### src/rtl/add_sub_align_swap_pipe.sv
// add_sub_align_swap_pipe: two-stage operand-ordering stage for the FPU add/sub path.
// S1 registers the operands, the magnitude compare and both exponent differences.
// S2 registers the swapped operands with the diff, saturation, swap, eff_sub and sign flags.
// Handshake: a transfer happens on a rising edge where valid and ready are both high;
// o_ready is combinational from i_ready (no skid buffer), and a held o_valid keeps
// every output stable until i_ready accepts it.
// Optional macro ADD_SUB_SWAP_MANT_CMP_EN: compare {exp,man} instead of exp only.
module add_sub_align_swap_pipe #(
    parameter  int SIZE_EXP  = 8,
    parameter  int SIZE_MAN  = 23,
    localparam int SIZE_DATA = 1 + SIZE_EXP + SIZE_MAN
) (
    input  logic                 i_clk,
    input  logic                 i_rst,
    input  logic                 i_valid,
    output logic                 o_ready,
    input  logic [SIZE_DATA-1:0] i_data_a,
    input  logic [SIZE_DATA-1:0] i_data_b,
    input  logic                 i_sub,
    output logic                 o_valid,
    input  logic                 i_ready,
    output logic [SIZE_DATA-1:0] o_greater_data,
    output logic [SIZE_DATA-1:0] o_less_data,
    output logic [SIZE_EXP-1:0]  o_exp_diff,
    output logic                 o_shift_sat,
    output logic                 o_swapped,
    output logic                 o_eff_sub,
    output logic                 o_sign_res
);

    // Alignment beyond mantissa + guard/round/sticky shifts everything out.
    localparam int                SAT_INT = SIZE_MAN + 3;
    localparam logic [SIZE_EXP:0] SAT_LIM = SAT_INT[SIZE_EXP:0];

    // Stage 1 registers
    logic                 r_s1_valid;
    logic [SIZE_DATA-1:0] r_s1_a;
    logic [SIZE_DATA-1:0] r_s1_b;
    logic                 r_s1_sub;
    logic                 r_s1_lt;
    logic [SIZE_EXP-1:0]  r_s1_diff_ab;
    logic [SIZE_EXP-1:0]  r_s1_diff_ba;

    // Stage 2 registers (drive the outputs directly)
    logic                 r_s2_valid;
    logic [SIZE_DATA-1:0] r_s2_greater;
    logic [SIZE_DATA-1:0] r_s2_less;
    logic [SIZE_EXP-1:0]  r_s2_diff;
    logic                 r_s2_sat;
    logic                 r_s2_swapped;
    logic                 r_s2_eff_sub;
    logic                 r_s2_sign_res;

    logic                 w_s2_adv;
    logic                 w_s1_adv;
    logic [SIZE_EXP-1:0]  w_exp_a;
    logic [SIZE_EXP-1:0]  w_exp_b;
    logic                 w_lt;
    logic [SIZE_EXP-1:0]  w_s2_diff;
    logic                 w_sign_a;
    logic                 w_sign_b;

    assign w_s2_adv = !r_s2_valid || i_ready;
    assign w_s1_adv = !r_s1_valid || w_s2_adv;
    assign o_ready  = w_s1_adv;

    assign w_exp_a = i_data_a[SIZE_DATA-2 -: SIZE_EXP];
    assign w_exp_b = i_data_b[SIZE_DATA-2 -: SIZE_EXP];

    // Sign bits never take part in the ordering; equal keys leave A as greater.
`ifdef ADD_SUB_SWAP_MANT_CMP_EN
    assign w_lt = i_data_a[SIZE_DATA-2:0] < i_data_b[SIZE_DATA-2:0];
`else
    assign w_lt = w_exp_a < w_exp_b;
`endif

    // The selected difference is always the non-negative one.
    assign w_s2_diff = r_s1_lt ? r_s1_diff_ba : r_s1_diff_ab;
    assign w_sign_a  = r_s1_a[SIZE_DATA-1];
    assign w_sign_b  = r_s1_b[SIZE_DATA-1];

    // Stage 1: capture operands, compare result and both exponent differences.
    always_ff @(posedge i_clk) begin
        if (i_rst) begin
            r_s1_valid   <= 1'b0;
            r_s1_a       <= '0;
            r_s1_b       <= '0;
            r_s1_sub     <= 1'b0;
            r_s1_lt      <= 1'b0;
            r_s1_diff_ab <= '0;
            r_s1_diff_ba <= '0;
        end else if (w_s1_adv) begin
            r_s1_valid <= i_valid;
            if (i_valid) begin
                r_s1_a       <= i_data_a;
                r_s1_b       <= i_data_b;
                r_s1_sub     <= i_sub;
                r_s1_lt      <= w_lt;
                r_s1_diff_ab <= w_exp_a - w_exp_b;
                r_s1_diff_ba <= w_exp_b - w_exp_a;
            end
        end
    end

    // Stage 2: apply the swap and register the derived flags.
    always_ff @(posedge i_clk) begin
        if (i_rst) begin
            r_s2_valid    <= 1'b0;
            r_s2_greater  <= '0;
            r_s2_less     <= '0;
            r_s2_diff     <= '0;
            r_s2_sat      <= 1'b0;
            r_s2_swapped  <= 1'b0;
            r_s2_eff_sub  <= 1'b0;
            r_s2_sign_res <= 1'b0;
        end else if (w_s2_adv) begin
            r_s2_valid <= r_s1_valid;
            if (r_s1_valid) begin
                r_s2_greater  <= r_s1_lt ? r_s1_b : r_s1_a;
                r_s2_less     <= r_s1_lt ? r_s1_a : r_s1_b;
                r_s2_diff     <= w_s2_diff;
                r_s2_sat      <= {1'b0, w_s2_diff} >= SAT_LIM;
                r_s2_swapped  <= r_s1_lt;
                r_s2_eff_sub  <= w_sign_a ^ w_sign_b ^ r_s1_sub;
                r_s2_sign_res <= r_s1_lt ? (w_sign_b ^ r_s1_sub) : w_sign_a;
            end
        end
    end

    assign o_valid        = r_s2_valid;
    assign o_greater_data = r_s2_greater;
    assign o_less_data    = r_s2_less;
    assign o_exp_diff     = r_s2_diff;
    assign o_shift_sat    = r_s2_sat;
    assign o_swapped      = r_s2_swapped;
    assign o_eff_sub      = r_s2_eff_sub;
    assign o_sign_res     = r_s2_sign_res;

endmodule

### config.mk
export PLATFORM = sky130hd
export DESIGN_NAME = add_sub_align_swap_pipe
export DESIGN_NICKNAME = d
export VERILOG_FILES = /design/src/rtl/add_sub_align_swap_pipe.sv
export SDC_FILE = /design/constraint.sdc
export NUM_CORES = 1
export LEC_CHECK = 0
export CAP_MARGIN = 10
export CORE_MARGIN = 3
export CORE_UTILIZATION = 55
export CTS_CLUSTER_DIAMETER = 150
export CTS_CLUSTER_SIZE = 12
export DETAILED_ROUTE_END_ITERATION = 12
export PLACE_DENSITY_LB_ADDON = 0.3
export SLEW_MARGIN = 20
export SYNTH_ARGS = -nofsm -noshare
export SYNTH_HDL_FRONTEND = slang
export SYNTH_SLANG_ARGS = --single-unit
### constraint.sdc
create_clock -name i_clk -period 2.7 [get_ports i_clk]
set_input_delay 0.27 -clock i_clk [delete_from_list [all_inputs] [get_ports i_clk]]
set_output_delay 0.27 -clock i_clk [all_outputs]
set_load 0.01 [all_outputs]
### Word level (Yosys, flattened, before mapping)

Cells that the tools add are included.

* register bits: 160
* bits of input ports: 69
* logic and storage cells: 32

* add/subtract/negate cells: 2
* order comparisons: 2
* mux-type cells: 4
* bitwise operators: 3
* reductions and logical operators: 6

Operator list (number)
* $mux W32: 2
* $sub A8 B8 Y8: 2
* $ge A8 B5 Y1 const B: 1
* $lt A8 B8 Y1: 1
* $mux W8: 1
* $reduce_and A2 Y1: 2
* $xor A1 B1 Y1: 3
* $logic_not A1 Y1: 2
* $logic_or A1 B1 Y1: 2
* $mux W1: 1

### Depth between registers and ports, before layout

Gate-level depths: netlist of run 1.

* depth in word-level cells: 4
* gate-level depth with buffers: 8
* gate-level depth less buffers: 8

### Worst setup path after synthesis of run 1

Ideal clock, no wire load.

* path kind: input to register
* start: input port i_data_a[25]
* end: register r_s1_diff_ab[6]
* library setup time: 0.117 ns
* arrival: 1.458 ns
* slack: 1.125 ns
* stages on the path: 7
* cells stage by stage: inv_1 > ha_1 > nor2b_4 > o31a_4 > o21ai_1 > mux2i_1 > nand2_1

* longest elaborated chain between the ends: 1

Ends and longest elaborated chain
* start: declaration: RTL line 17 `input logic [SIZE_DATA-1:0] i_data_a,`
* $sub A8 B8 Y8: RTL line 99 `r_s1_diff_ab <= w_exp_a - w_exp_b;`
* end signal: assignment: RTL line 99
* end: declaration: RTL line 41 `logic [SIZE_EXP-1:0] r_s1_diff_ab;`

No other way between the ends.
A chain may end at the register's enable or synchronous reset.

### Worst setup path in the final report of run 1

* start: input port i_data_a[24]
* end: register r_s1_diff_ab[5]

Same word-level chain as after synthesis.

==> flow_summary.ini, run 1 <==
[yosys]
synth.area.top_cells = dfxtp_1 (44%), mux2i_1 (11%), a211oi_2 (10%)
yosys_register_bits = 159
ys_seq_area_frac = 0.440
synth_nets = 873
synthCells = 787
syn_avg_cell_area_um2 = 9.20
synth_top_area_share = 0.440
ys_types = 47
synth_warnings = 0
yosysTopAreaCell = dfxtp_1
syn_area_um2 = 7240

[clock_network]
clk-insertion-delay-late_ps = 420
cts.path.max_buffers = 2
cts.clk_slew.worst_paths_ps = 60
post_cts_resized = 0
htree_levels = 4
cts_hold_buf = 0
cts.sinks = 159
cts_buffers = 17
post_cts_buffers = 0
clock-root-buffer = clkbuf_16
tritoncts = done

[cells_and_area]
nFillCells = 971
syn_to_final_growth_pct = 28.0
final_cell_mix = dfxtp_1 (158), nand2_1 (153), clkdlybuf4s50_1 (145), a21oi_1 (83), nor2_1 (80)
layout-drive-gt1-share = 0.116
diodes = 0
final_common_cell = dfxtp_1
finalNonFillerCells = 1081
nets = 984

[grt]
grt_max_degree = 93
grt_pass1_vias = 5975
antenna_found_initial = 0
grt_overflow_total = 0
grt_pass1_wl_um = 28700
grt_util_all_layers = 0.245

[sta]
fmax_mhz = 541
layout_worst_path_cycle_share = 0.684
rsz0062_at_grt = false
holdWs_ps = 302
setup_tns_ps = 0
finalMaxSlewViolations = 0
finalSetupViolCount = 0
skew_ps = 6.93
period_needed_ps = 1850
maxSlewHeadroom = 0.563
worst_slew_pin_slew_ps = 656
hold_violations = 0

[setup_path]
path_class = input port to register
cp-start-kind = input port
endpoint_kind = register
cp_max_fo = 4
crit_required_ps = 3020
critical_path_arrival_ps = 2160

[floorplan]
fp.dieH_um = 121
die_x_um = 121
core_area_um2 = 12700
rows = 41
dieArea_um2 = 14600
start_util = 0.569
io_pins = 147

[route]
routed_wl_um = 17600
final_antenna_net_count = 0
drc = 0
wire_per_inst_um = 16.3
vias = 5975
drt_iter0_drc = 464
via_per_inst = 5.53
dr.pass1.iters = 4

[power]
ir_worst_vdd_mv = 0.405
p_per_area_nw_per_um2 = 644
p_leak_uw = 0.00340

[outcome]
status = complete, no violations

[placed_design]
hpwl_um = 12000
numPortBuffers = 146
gp_congestion = 0.879
dp.cells = 1051

[flow_run]
maxCapViolations = 0

[min_path]
worstHoldPathType = input port to register
area by class of cell:
type                       count  area [um^2]  area share
clock buffer                  22          454      0.0490
clock inverter                 8          115      0.0124
inverter                      19         71.3     0.00770
multi-input combinational    547         3620       0.391
sequential                   159         3190       0.344
tap                          172          215      0.0232
timing repair buffer         154         1600       0.172
kinds of logic (layout without fill, tap and decap cells):
group	count (synthesis)	after routing	synth area share
xor gates and xnor gates	5	5	0.00605
AOI/OAI and AO/OA	185	185	0.207
buffers and inverters	81	203	0.0600
DFF	159	159	0.440
and+or+nand+nor	264	264	0.151
adders and majority gates	17	17	0.0315
muxes	76	76	0.105
critical path, stage by stage:
cell and delay, ps:
clkdlybuf4s50_1 570, inv_1 120, ha_1 320, nand2_1 70, o21ai_1 310, a31oi_1 170, mux2i_1 150, a31o_1 180
final timing paths:
| kind | startpoint | end | slack [ps] | cells after the start |
|---|---|---|---|---|
| hold / removal | i_rst | r_s1_diff_ab[2] | 300 | 2 |
| setup / recovery | i_data_a[24] | r_s1_diff_ab[5] | 850 | 8 |
| setup reg to reg | r_s1_valid | r_s1_b[12] | 930 | 5 |
| hold reg to reg | r_s1_diff_ab[0] | o_exp_diff[0] | 460 | 2 |
stage by stage:
step / cell area [um^2] / utilization / setup WS [ps] / total power (uW)
2_1_floorplan: 7240 / - / 1120 / 3270
3_3_place_gp: 8690 / 0.683 / 522 / 3630
3_5_place_dp: 8690 / 0.683 / 460 / 3660
4_1_cts: 9260 / 0.728 / 885 / 6000
5_1_grt: 9260 / 0.728 / 792 / 6200
6_report: 9260 / 0.728 / 853 / 5970
sequential cells by signal, summed over array words and instances, names as in the netlist, 7 cells and up:
signal          count
o_greater_data     32
o_less_data        32
r_s1_a             32
r_s1_b             32
o_exp_diff          8
r_s1_diff_ab        8
r_s1_diff_ba        7
power by group:
part	leakage (uW)	switching, uW	internal (uW)	total (uW)
combinational	0.00180	498	483	982
sequential	0.00131	129	2510	2640
clock	0.000283	892	1460	2350
total	0.00340	1520	4450	5970
Yosys cell counts, drive strengths merged:
cell type	n
a31o	2
a21oi	84
nor4	2
dfxtp	159
clkbuf	7
nand3	5
nor3	4
xor2	2
o31a	1
xnor2	3
a2bb2oi	2
o211ai	3
o31ai	2
o211a	1
o311ai	1
o21ai	5
fa	2
nor4b	5
inv	19
and4	2
nand2b	2
mux2i	76
or3	2
nand2	154
nor2	80
ha	15
o21a	1
a31oi	6
a21o	2
nor2b	2
and2b	2
buf	55
nand3b	2
a211oi	75
and2	2
metal layers:
layer | up-vias | track usage | wire, um
met2 | 155 | 0.430 | 9010
li1 | 2931 | - | -
met5 | - | 0 | 0
met4 | 0 | 0.0942 | 430
met1 | 2853 | 0.292 | 7380
met3 | 36 | 0.0524 | 817
Note: power is estimated with default switching activity, not from simulation.
==> run 2: changes to the inputs <==
CORE_UTILIZATION = 52   (was 55)
clock period = 1.9 ns   (was 2.7 ns; I/O delays follow)
==> run 2 against run 1 <==
Compared with the run above: sequential power grew 41%; sequential share of layout area fell by 1.3 points; largest power group unchanged; non-clock buffer count up 31; highest routed layer unchanged; first-iteration DRC count grew 0.86%; total power grew 48%; critical path type unchanged; wire length decreased by 0.54%; utilization fell by 1.2 points; global-route usage is 1.4 points lower; clock power rose by 53%; die area grew 5.5%; worst setup slack worse by 670 ps.
==> flow_summary.ini, run 2 (synthesis results as in run 1) <==
[setup_path]
endpoint_kind = register
path_class = input port to register
crit_required_ps = 2210
path_cells = clkdlybuf4s50_1 -> inv_1 -> ha_1 -> fa_1 -> nor2b_4 -> o31a_4 -> o21ai_1 -> mux2i_1 -> nand2_1
cp-startpoint = i_data_a[23]
slowest_stage = clkdlybuf4s50_1
r2r-start = r_s1_lt
slowest_delay_ps = 510
cp-start-kind = input port
cp_max_fo = 3
critical_path_arrival_ps = 2030

[grt]
grt_max_degree = 72
grt_pass1_wl_um = 27800
use_met2 = 0.385
busiest_layer = met2
grt_overflow_total = 0
grt_util_all_layers = 0.231
antenna_found_initial = 0
grt_pass1_vias = 5692
grtUsageMet3 = 0.0422
grtUsageMet1 = 0.298

[route]
final_antenna_net_count = 0
wire_per_inst_um = 15.7
vias = 6007
routed_wl_um = 17500
via_per_inst = 5.37
dr.pass1.iters = 4
drt_iter0_drc = 468
drc = 0

[floorplan]
io_pins = 147
start_util = 0.538
dieArea_um2 = 15400
rows = 42
core_area_um2 = 13500
fp.dieH_um = 124
die_x_um = 124

[outcome]
status = complete, no violations

[sta]
skew_ps = 5.85
period_needed_ps = 1720
finalSetupViolCount = 0
maxSlewHeadroom = 0.627
worst_slew_pin_slew_ps = 559
layout_worst_path_cycle_share = 0.905
setup_slack_ps = 180
finalMaxSlewViolations = 0
hold_violations = 0
setup_tns_ps = 0
fmax_mhz = 581
rsz0062_at_grt = false

[power]
intPower_uw = 6560
seq_power_share = 0.423
p_per_area_nw_per_um2 = 915
p_leak_uw = 0.00359
p_comb_frac = 0.170
switching_share = 0.256
p_switching_uw = 2260
clkPwrFrac = 0.407
p_total_uw = 8810
ir_worst_vdd_mv = 0.711

[cells_and_area]
nFillCells = 1041
diodes = 0
finalNonFillerCells = 1118
final_cell_mix = dfxtp_1 (158), nand2_1 (153), clkdlybuf4s50_1 (145), a21oi_1 (83), nor2_1 (80)
fin_util = 0.716
final_common_cell = dfxtp_1
layout-drive-gt1-share = 0.150
nets = 1015
syn_to_final_growth_pct = 33.1

[min_path]
hold_start = i_rst
worstHoldPathType = input port to register

[clock_network]
cts_buffers = 17
cts_hold_buf = 0
clk-insertion-delay-late_ps = 420
cts.sinks = 159
tritoncts = done
cts.clk_slew.worst_paths_ps = 60
post_cts_resized = 0
post_cts_buffers = 0
cts.path.max_buffers = 2
clock-root-buffer = clkbuf_16
htree_levels = 4

[placed_design]
hpwl_um = 12200
dp.cells = 1086
gp_congestion = 0.837
numPortBuffers = 146
preCtsSetupSlack_ps = -247

[flow_run]
maxCapViolations = 0
run 2: final cells by class:
type | instances | area, um^2 | share of cell area
clock buffers | 19 | 443 | 0.0460
flip-flops and latches | 159 | 3190 | 0.331
well taps | 176 | 220 | 0.0229
multi-input cells | 547 | 3620 | 0.376
repair buffers | 185 | 1910 | 0.198
inverters | 19 | 71.3 | 0.00740
clock inverters | 13 | 186 | 0.0193
run 2: power by group through the flow:
stage,clock network [uW],logic [uW],registers (uW)
6_report,3590,1500,3720
5_1_grt,3780,1640,3750
4_1_cts,3660,1510,3720
3_5_place_dp,0,1500,3790
3_3_place_gp,0,1470,3790
2_1_floorplan,0,845,3800
run 2: through the flow:
| stage | cell area, um^2 | hold slack, ps |
|---|---|---|
| after global routing | 9640 | 96.3 |
| after floorplan | 7240 | 319 |
| final | 9640 | 107 |
| after detailed placement | 9010 | 448 |
| after CTS | 9640 | 87.4 |
| after global placement | 9010 | 442 |
run 2: per-layer routing:
layer,routed length (um),vias up
li1,-,3001
met1,7600,2835
met2,8830,143
met3,746,28
met4,370,0
met5,0,-
run 2: worst paths after layout:
| path | cells past startpoint | slack, ps | endpoint |
|---|---|---|---|
| setup / recovery | 9 | 180 | r_s1_diff_ab[6] |
| hold reg to reg | 2 | 450 | o_sign_res |
| hold / removal | 2 | 110 | o_less_data[26] |
| setup reg to reg | 3 | 440 | o_less_data[28] |
run 2: critical path: cells and delay by family:
kind,cells,cell delay [ps]
buf+inv,2,560
compound gates,2,230
simple gates,2,220
fa+ha+maj,2,670
mux,1,160
==> run 3: changes to the inputs <==
clock period = 1.7 ns   (was 1.9 ns; I/O delays follow)
==> run 3 against run 2 <==
Compared with the run above: utilization fell by 0.48 points; largest power group unchanged; sequential power rose by 12%; non-clock buffer count rose by 3; sequential share of layout area rose by 0.24 points; final area fell by 0.68%; critical path type unchanged; combinational power rose by 12%; clock skew barely moved; wire length fell by 3.0%; critical path depth fell by 1; clock-buffer cell count rose by 2; register-to-register slack got worse by 110 ps.
==> flow_summary.ini, run 3 (synthesis results as in run 1) <==
[outcome]
status = complete, no violations

[floorplan]
start_util = 0.538
rows = 42
core_area_um2 = 13500
io_pins = 147
dieArea_um2 = 15400
fp.dieH_um = 124
die_x_um = 124

[power]
p_per_area_nw_per_um2 = 967
p_leak_uw = 0.00356
ir_worst_vdd_mv = 0.701
p_total_uw = 9260

[route]
final_antenna_net_count = 0
wire_per_inst_um = 15.2
dr.pass1.iters = 5
via_per_inst = 5.36
drc = 0
vias = 6006
routed_wl_um = 17000
drt_iter0_drc = 435

[placed_design]
numPortBuffers = 146
hpwl_um = 11800
preCtsSetupSlack_ps = -383
place_area_um2 = 9020
gp_congestion = 0.902

[setup_path]
cp-start-kind = input port
endpoint_kind = register
crit_required_ps = 2010
r2r-start = r_s1_valid
cp-startpoint = i_data_b[23]
cp_max_fo = 3
path_class = input port to register
critical_path_arrival_ps = 1910

[cells_and_area]
nets = 1018
fin_util = 0.711
final_common_cell = dfxtp_1
final_area_um2 = 9570
layout-drive-gt1-share = 0.160
final_cell_mix = dfxtp_1 (157), nand2_1 (153), clkdlybuf4s50_1 (144), a21oi_1 (82), nor2_1 (80)
nFillCells = 998
diodes = 0
syn_to_final_growth_pct = 32.2

[clock_network]
cts.sinks = 159
htree_levels = 4
clk-insertion-delay-late_ps = 410
tritoncts = done
cts_buffers = 17
cts.clk_slew.worst_paths_ps = 60
clock-root-buffer = clkbuf_16
cts.path.max_buffers = 2

[grt]
grt_overflow_total = 0
grt_util_all_layers = 0.222
grt_pass1_vias = 5629
grt_pass1_wl_um = 27100
antenna_found_initial = 0
grt_max_degree = 80

[sta]
fmax_mhz = 622
hold_violations = 0
skew_ps = 6.25
finalSetupViolCount = 0
finalMaxSlewViolations = 0
period_needed_ps = 1610
maxSlewHeadroom = 0.722
layout_worst_path_cycle_share = 0.946
worst_slew_pin_slew_ps = 418
rsz0062_at_grt = false
setup_slack_ps = 92.4

[min_path]
hold_start = i_rst
worstHoldPathType = input port to register

[flow_run]
maxCapViolations = 0
[run 3: cell count changes in the layout (fill, tap and decap cells not counted), moves of 2 or more]
cell,before,now
clkinv_4,2,0
o21ai_2,0,2
fa_2,0,2
clkbuf_8,1,3
o21ai_1,3,1
fa_1,2,0
clkinv_2,2,5
bufinv_16,4,0
buf_4,27,31
[run 3: final timing paths]
path                                        end  slack (ps)  cells past startpoint
worst min-delay path            r_s1_diff_ab[4]         130                      2
worst max-delay path            r_s1_diff_ab[6]          90                      8
worst min register to register       o_sign_res         460                      2
worst max register to register  r_s1_diff_ab[7]         330                      6
[run 3: cell type report]
class / instances / area [um^2] / share of cell area
Multi-Input combinational cell: 547 / 3640 / 0.381
Timing Repair Buffer: 188 / 1910 / 0.200
Sequential cell: 159 / 3190 / 0.333
Inverter: 19 / 71.3 / 0.00745
Clock buffer: 21 / 470 / 0.0492
Tap cell: 176 / 220 / 0.0230
Clock inverter: 10 / 62.6 / 0.00654
[run 3: per-stage QoR]
stage	std cells	hold WS [ps]	setup TNS, ps
floorplan	787	299	0
global placement	1089	443	-3370
detailed placement	1089	452	-3920
CTS	1120	123	0
global route	1120	137	0
finish	1120	135	0
[run 3: what timing repair did]
item,4_1_cts,5_1_grt
hold buffers,0,0
setup buffers,0,0
gates resized for setup,2,7
endpoints found under the setup margin,1,5
[run 3: report_power, final]
| part | leakage [uW] | total, uW | switching (uW) | internal [uW] |
|---|---|---|---|---|
| combinational | 0.00199 | 1680 | 824 | 852 |
| clock | 0.000261 | 3420 | 1460 | 1960 |
| sequential | 0.00131 | 4160 | 178 | 3980 |
[run 3: critical path, stage by stage]
cell	delay, ps
clkdlybuf4s50_1	520
ha_1	210
fa_2	240
nor2b_4	50
o31a_4	300
o21ai_1	160
mux2i_1	200
nand2_1	60
[run 3: layer usage]
layer,routed length [um],GRT usage
met4,331,0.0794
met5,0,0
met3,900,0.0450
met2,8480,0.372
met1,7300,0.284
